File: config.mk
export PLATFORM = sky130hd
export DESIGN_NAME = fetch_stage
export DESIGN_NICKNAME = d
export VERILOG_FILES = /design/src/rtl/fetch_stage.sv
export SDC_FILE = /design/constraint.sdc
export NUM_CORES = 1
export LEC_CHECK = 0
export ABC_AREA = 0
export ABC_CLOCK_PERIOD_IN_PS = 3050
export CORE_UTILIZATION = 48
export CTS_BUF_LIST = sky130_fd_sc_hd__clkbuf_2
export CTS_CLUSTER_DIAMETER = 100
export DETAILED_ROUTE_END_ITERATION = 10
export GPL_TIMING_DRIVEN = 0
export PLACE_DENSITY_LB_ADDON = 0.05
export RECOVER_POWER = 25
export SLEW_MARGIN = 40
export SYNTH_ARGS = -nofsm -noshare
export SYNTH_HDL_FRONTEND = slang
export SYNTH_SLANG_ARGS = --single-unit
export TNS_END_PERCENT = 50
File: constraint.sdc
create_clock -name clk -period 3.05 [get_ports clk]
set_clock_uncertainty 0.05 [all_clocks]
set_input_delay 0.7625 -clock clk [delete_from_list [all_inputs] [get_ports clk]]
set_output_delay 0.7625 -clock clk [all_outputs]
set_load 0.01 [all_outputs]
File: src/rtl/fetch_stage.sv
// fetch_stage: PC register and IF/ID pipeline register for a 32-bit in-order core
//   clk, rst            : rising-edge clock, synchronous active-high reset
//   stall               : hold PC and IF/ID contents
//   redirect/redirect_pc: flush IF/ID and load a new word-aligned PC
//   imem_addr/imem_inst : combinational instruction memory port
//   ifid_*              : registered IF/ID contents
//   misalign_err        : sticky, set by a redirect target with nonzero low bits
//   fetch_count         : count of valid instructions captured into IF/ID
module fetch_stage #(
   parameter logic [31:0] RESET_PC = 32'h0000_0000,
   parameter logic [31:0] NOP_INST = 32'h0000_0013
) (
   input  logic        clk,
   input  logic        rst,
   input  logic        stall,
   input  logic        redirect,
   input  logic [31:0] redirect_pc,
   output logic [31:0] imem_addr,
   input  logic [31:0] imem_inst,
   output logic        ifid_valid,
   output logic [31:0] ifid_pc,
   output logic [31:0] ifid_pc4,
   output logic [31:0] ifid_inst,
   output logic        misalign_err,
   output logic [31:0] fetch_count
);
   logic [31:0] r_pc;
   logic        r_valid;
   logic [31:0] r_ifid_pc;
   logic [31:0] r_ifid_pc4;
   logic [31:0] r_ifid_inst;
   logic        r_misalign;
   logic [31:0] r_count;
   logic [31:0] w_pc4;
   assign w_pc4 = r_pc + 32'd4;
   always_ff @(posedge clk) begin
      if (rst) begin
         r_pc        <= RESET_PC;
         r_valid     <= 1'b0;
         r_ifid_pc   <= '0;
         r_ifid_pc4  <= '0;
         r_ifid_inst <= NOP_INST;
         r_misalign  <= 1'b0;
         r_count     <= '0;
      end else if (redirect) begin
         // flush wins over stall; ifid_pc/pc4 and the count are left untouched
         r_pc        <= {redirect_pc[31:2], 2'b00};
         r_valid     <= 1'b0;
         r_ifid_inst <= NOP_INST;
         if (|redirect_pc[1:0]) r_misalign <= 1'b1;
      end else if (!stall) begin
         r_pc        <= w_pc4;
         r_valid     <= 1'b1;
         r_ifid_pc   <= r_pc;
         r_ifid_pc4  <= w_pc4;
         r_ifid_inst <= imem_inst;
         r_count     <= r_count + 32'd1;
      end
   end
   assign imem_addr    = r_pc;
   assign ifid_valid   = r_valid;
   assign ifid_pc      = r_ifid_pc;
   assign ifid_pc4     = r_ifid_pc4;
   assign ifid_inst    = r_ifid_inst;
   assign misalign_err = r_misalign;
   assign fetch_count  = r_count;
endmodule

==> results.cfg <==
[floorplanning]
initial_core_util = 0.492
io_pins = 230
die_x_um = 124
rows = 44
fp.dieH_um = 124
die-area_um2 = 15400
core-area_um2 = 14500

[critical_path]
timing.rr.start = imem_addr[3]
slowest_stage = clkdlybuf4s50_1
crit_type = register to output pin
path_cells = clkdlybuf4s50_1
end_kind = output pin
arrival_ns = 1.86
reg2reg_to = imem_addr[28]
endpoint = imem_addr[12]
crit_start = imem_addr[12]
crit_fanout = 7
start_kind = register
cp.depth = 1
worstPathRequired_ns = 2.24
r2r_cells = 5
path_buf_inv = 1
rrSetupSlack_ns = 0.46
path_delay_family = buffers and inverters
slowest_delay_ns = 0.60

[synth]
ys_dominant_reg_cell = dfxtp_1
netlist_instances = 848
synth_seq_cells = 156
synth_largest_area_cell = dfxtp_1
synthesis.area_um2 = 7150
yosysWarningCount = 0
synth.top_cells.by_count = 156 x dfxtp_1, 99 x nand2_1, 83 x nor2_1, 60 x a21oi_1, 51 x clkbuf_1
syn_area_per_cell_um2 = 8.43
synth.most_common_cell = dfxtp_1
ys_types = 59
netlist.area_leader.share = 0.437
synthTopCellsByArea = dfxtp_1 44%, nand2_1 5.2%, mux2i_1 4.8%, nor2_1 4.4%, a21oi_1 4.2%
synthArstFlopShare = 0
synth-edff-count = 0
synth_seq_area_share = 0.437

[sta]
hold_violations = 0
drv_slew = 0
slew_headroom = 0.430
finalSetupViolCount = 0
worst_pin_slew_ns = 0.848
setup-tns-final_ns = 0
rsz0062_at_grt = false
fin_crit_sh = 0.875
fin_crit_ns = 2.67
fmax_ghz = 0.375

[global_route]
antenna_found_initial = 0
first_global_vias = 6457
grt_max_degree = 17
grt_overflow_total = 0
grt_usage = 0.295
grt_pass1_wl_um = 34600

[finish]
diodes = 0
drive_gt1_frac = 0.0534
area_growth_pct = 37.4
fin_area_um2 = 9820
fin_cells = 1288
fin_nets = 1162

[route]
vias = 7407
viasPerCell = 5.75
first_pass_iters = 5
drt_iter0_drc = 618
drc = 0
wl_per_cell_um = 17.6
wl_um = 22700
ant_nets = 0

[clock_tree]
cts_root_buffer = clkbuf_2
cts.clk_slew.worst_paths_ns = 0.22
clk_latency_ns = 0.72
cts_resized = 0
hold_buffers = 0
post_cts.repair.setup_buffers = 0
h-tree-depth = 4
cts_tree = yes
cts.sinks = 156
clockBufferDepth = 2
cts_buffers = 17

[placement]
post-place-cells = 1257
post_dp_cell_area_um2 = 9600
dp_hpwl_um = 16800
numPortBuffers = 220
place_congestion = 0.963

[power_and_ir_drop]
irDropWorstVdd_mv = 0.374
p_leak_uw = 0.00337
power_density_nw_per_um2 = 407

[flow_run]
cap_violations = 0

[run_status]
run_status = completed

[worst_hold_path]
hold_path_class = register to register
holdPathStages = 2
flip-flops by register name (all words and copies together) (netlist names):
register / count
misalign_err: 1
imem_addr: 30
fetch_count: 32
ifid_valid: 1
ifid_pc4: 30
ifid_inst: 32
ifid_pc: 30
where the power goes:
part / leakage, uW / switching (uW) / internal [uW]
Combinational: 0.00195 / 323 / 320
Clock: 0.000148 / 713 / 454
Sequential: 0.00127 / 66.5 / 2120
Total: 0.00337 / 1100 / 2900
through the flow:
step                worst slack (ns)   util  hold WS (ns)  total power [uW]
CTS                            0.330  0.676         0.419              4010
global route                   0.237  0.676         0.408              4170
detailed placement            0.0964  0.661         0.399              2870
global placement              0.0821  0.661         0.385              2860
floorplan                      0.617      -         0.420              2520
finish                         0.382  0.676         0.417              4000
per-layer routing:
layer / track usage / wire length [um] / up-vias
met5: 0 / 0 / -
met4: 0.0796 / 388 / 0
met3: 0.0989 / 2210 / 35
met2: 0.460 / 10300 / 328
met1: 0.388 / 9820 / 3496
li1: - / - / 3548
logic make-up after synthesis:
logic type | Yosys count | share of synthesized area
DFF | 156 | 0.437
xor gates and xnor gates | 32 | 0.0392
muxes | 38 | 0.0539
adders and majority gates | 2 | 0.00350
other | 1 | 0.000524
and+or+nand+nor | 346 | 0.249
AOI/OAI and AO/OA | 178 | 0.159
buffers and inverters | 95 | 0.0583
how the worst min path moves through the flow:
stage                             from         endpoint  slack (ns)
after floorplan           misalign_err     misalign_err        0.42
after global placement    misalign_err     misalign_err        0.39
after detailed placement    ifid_valid       ifid_valid        0.40
after CTS                          rst  fetch_count[26]        0.42
after global routing               rst  fetch_count[26]        0.41
final                       ifid_valid       ifid_valid        0.42
cells in the final DEF (no fill, tap or decap), types with 12 or more instances in the layout:
cell / netlist / routed
mux2i_1: 34 / 34
nor3_1: 18 / 18
a211oi_1: 21 / 21
o21ai_1: 14 / 12
nand2_1: 99 / 99
nand3_1: 19 / 19
clkbuf_1: 51 / 59
dfxtp_1: 156 / 156
o31ai_1: 15 / 15
and4_1: 13 / 13
xnor2_1: 22 / 22
nor4_1: 16 / 16
nor2_1: 83 / 83
o21ai_0: 24 / 26
nand4_1: 25 / 25
or3_1: 14 / 14
inv_1: 11 / 12
clkbuf_2: 0 / 21
a21oi_1: 60 / 60
or4_1: 18 / 18
clkdlybuf4s50_1: 0 / 220
cell type report:
| type | count | area (um2) |
|---|---|---|
| inverters | 13 | 48.8 |
| clock inverters | 10 | 124 |
| plain buffers | 82 | 360 |
| repair buffers | 220 | 2200 |
| clock buffers | 21 | 105 |
| fillers | 1286 | 4710 |
| well taps | 184 | 230 |
| multi-input cells | 602 | 3630 |
| flip-flops and latches | 156 | 3120 |
No activity file was read; power rests on OpenSTA's default activity.
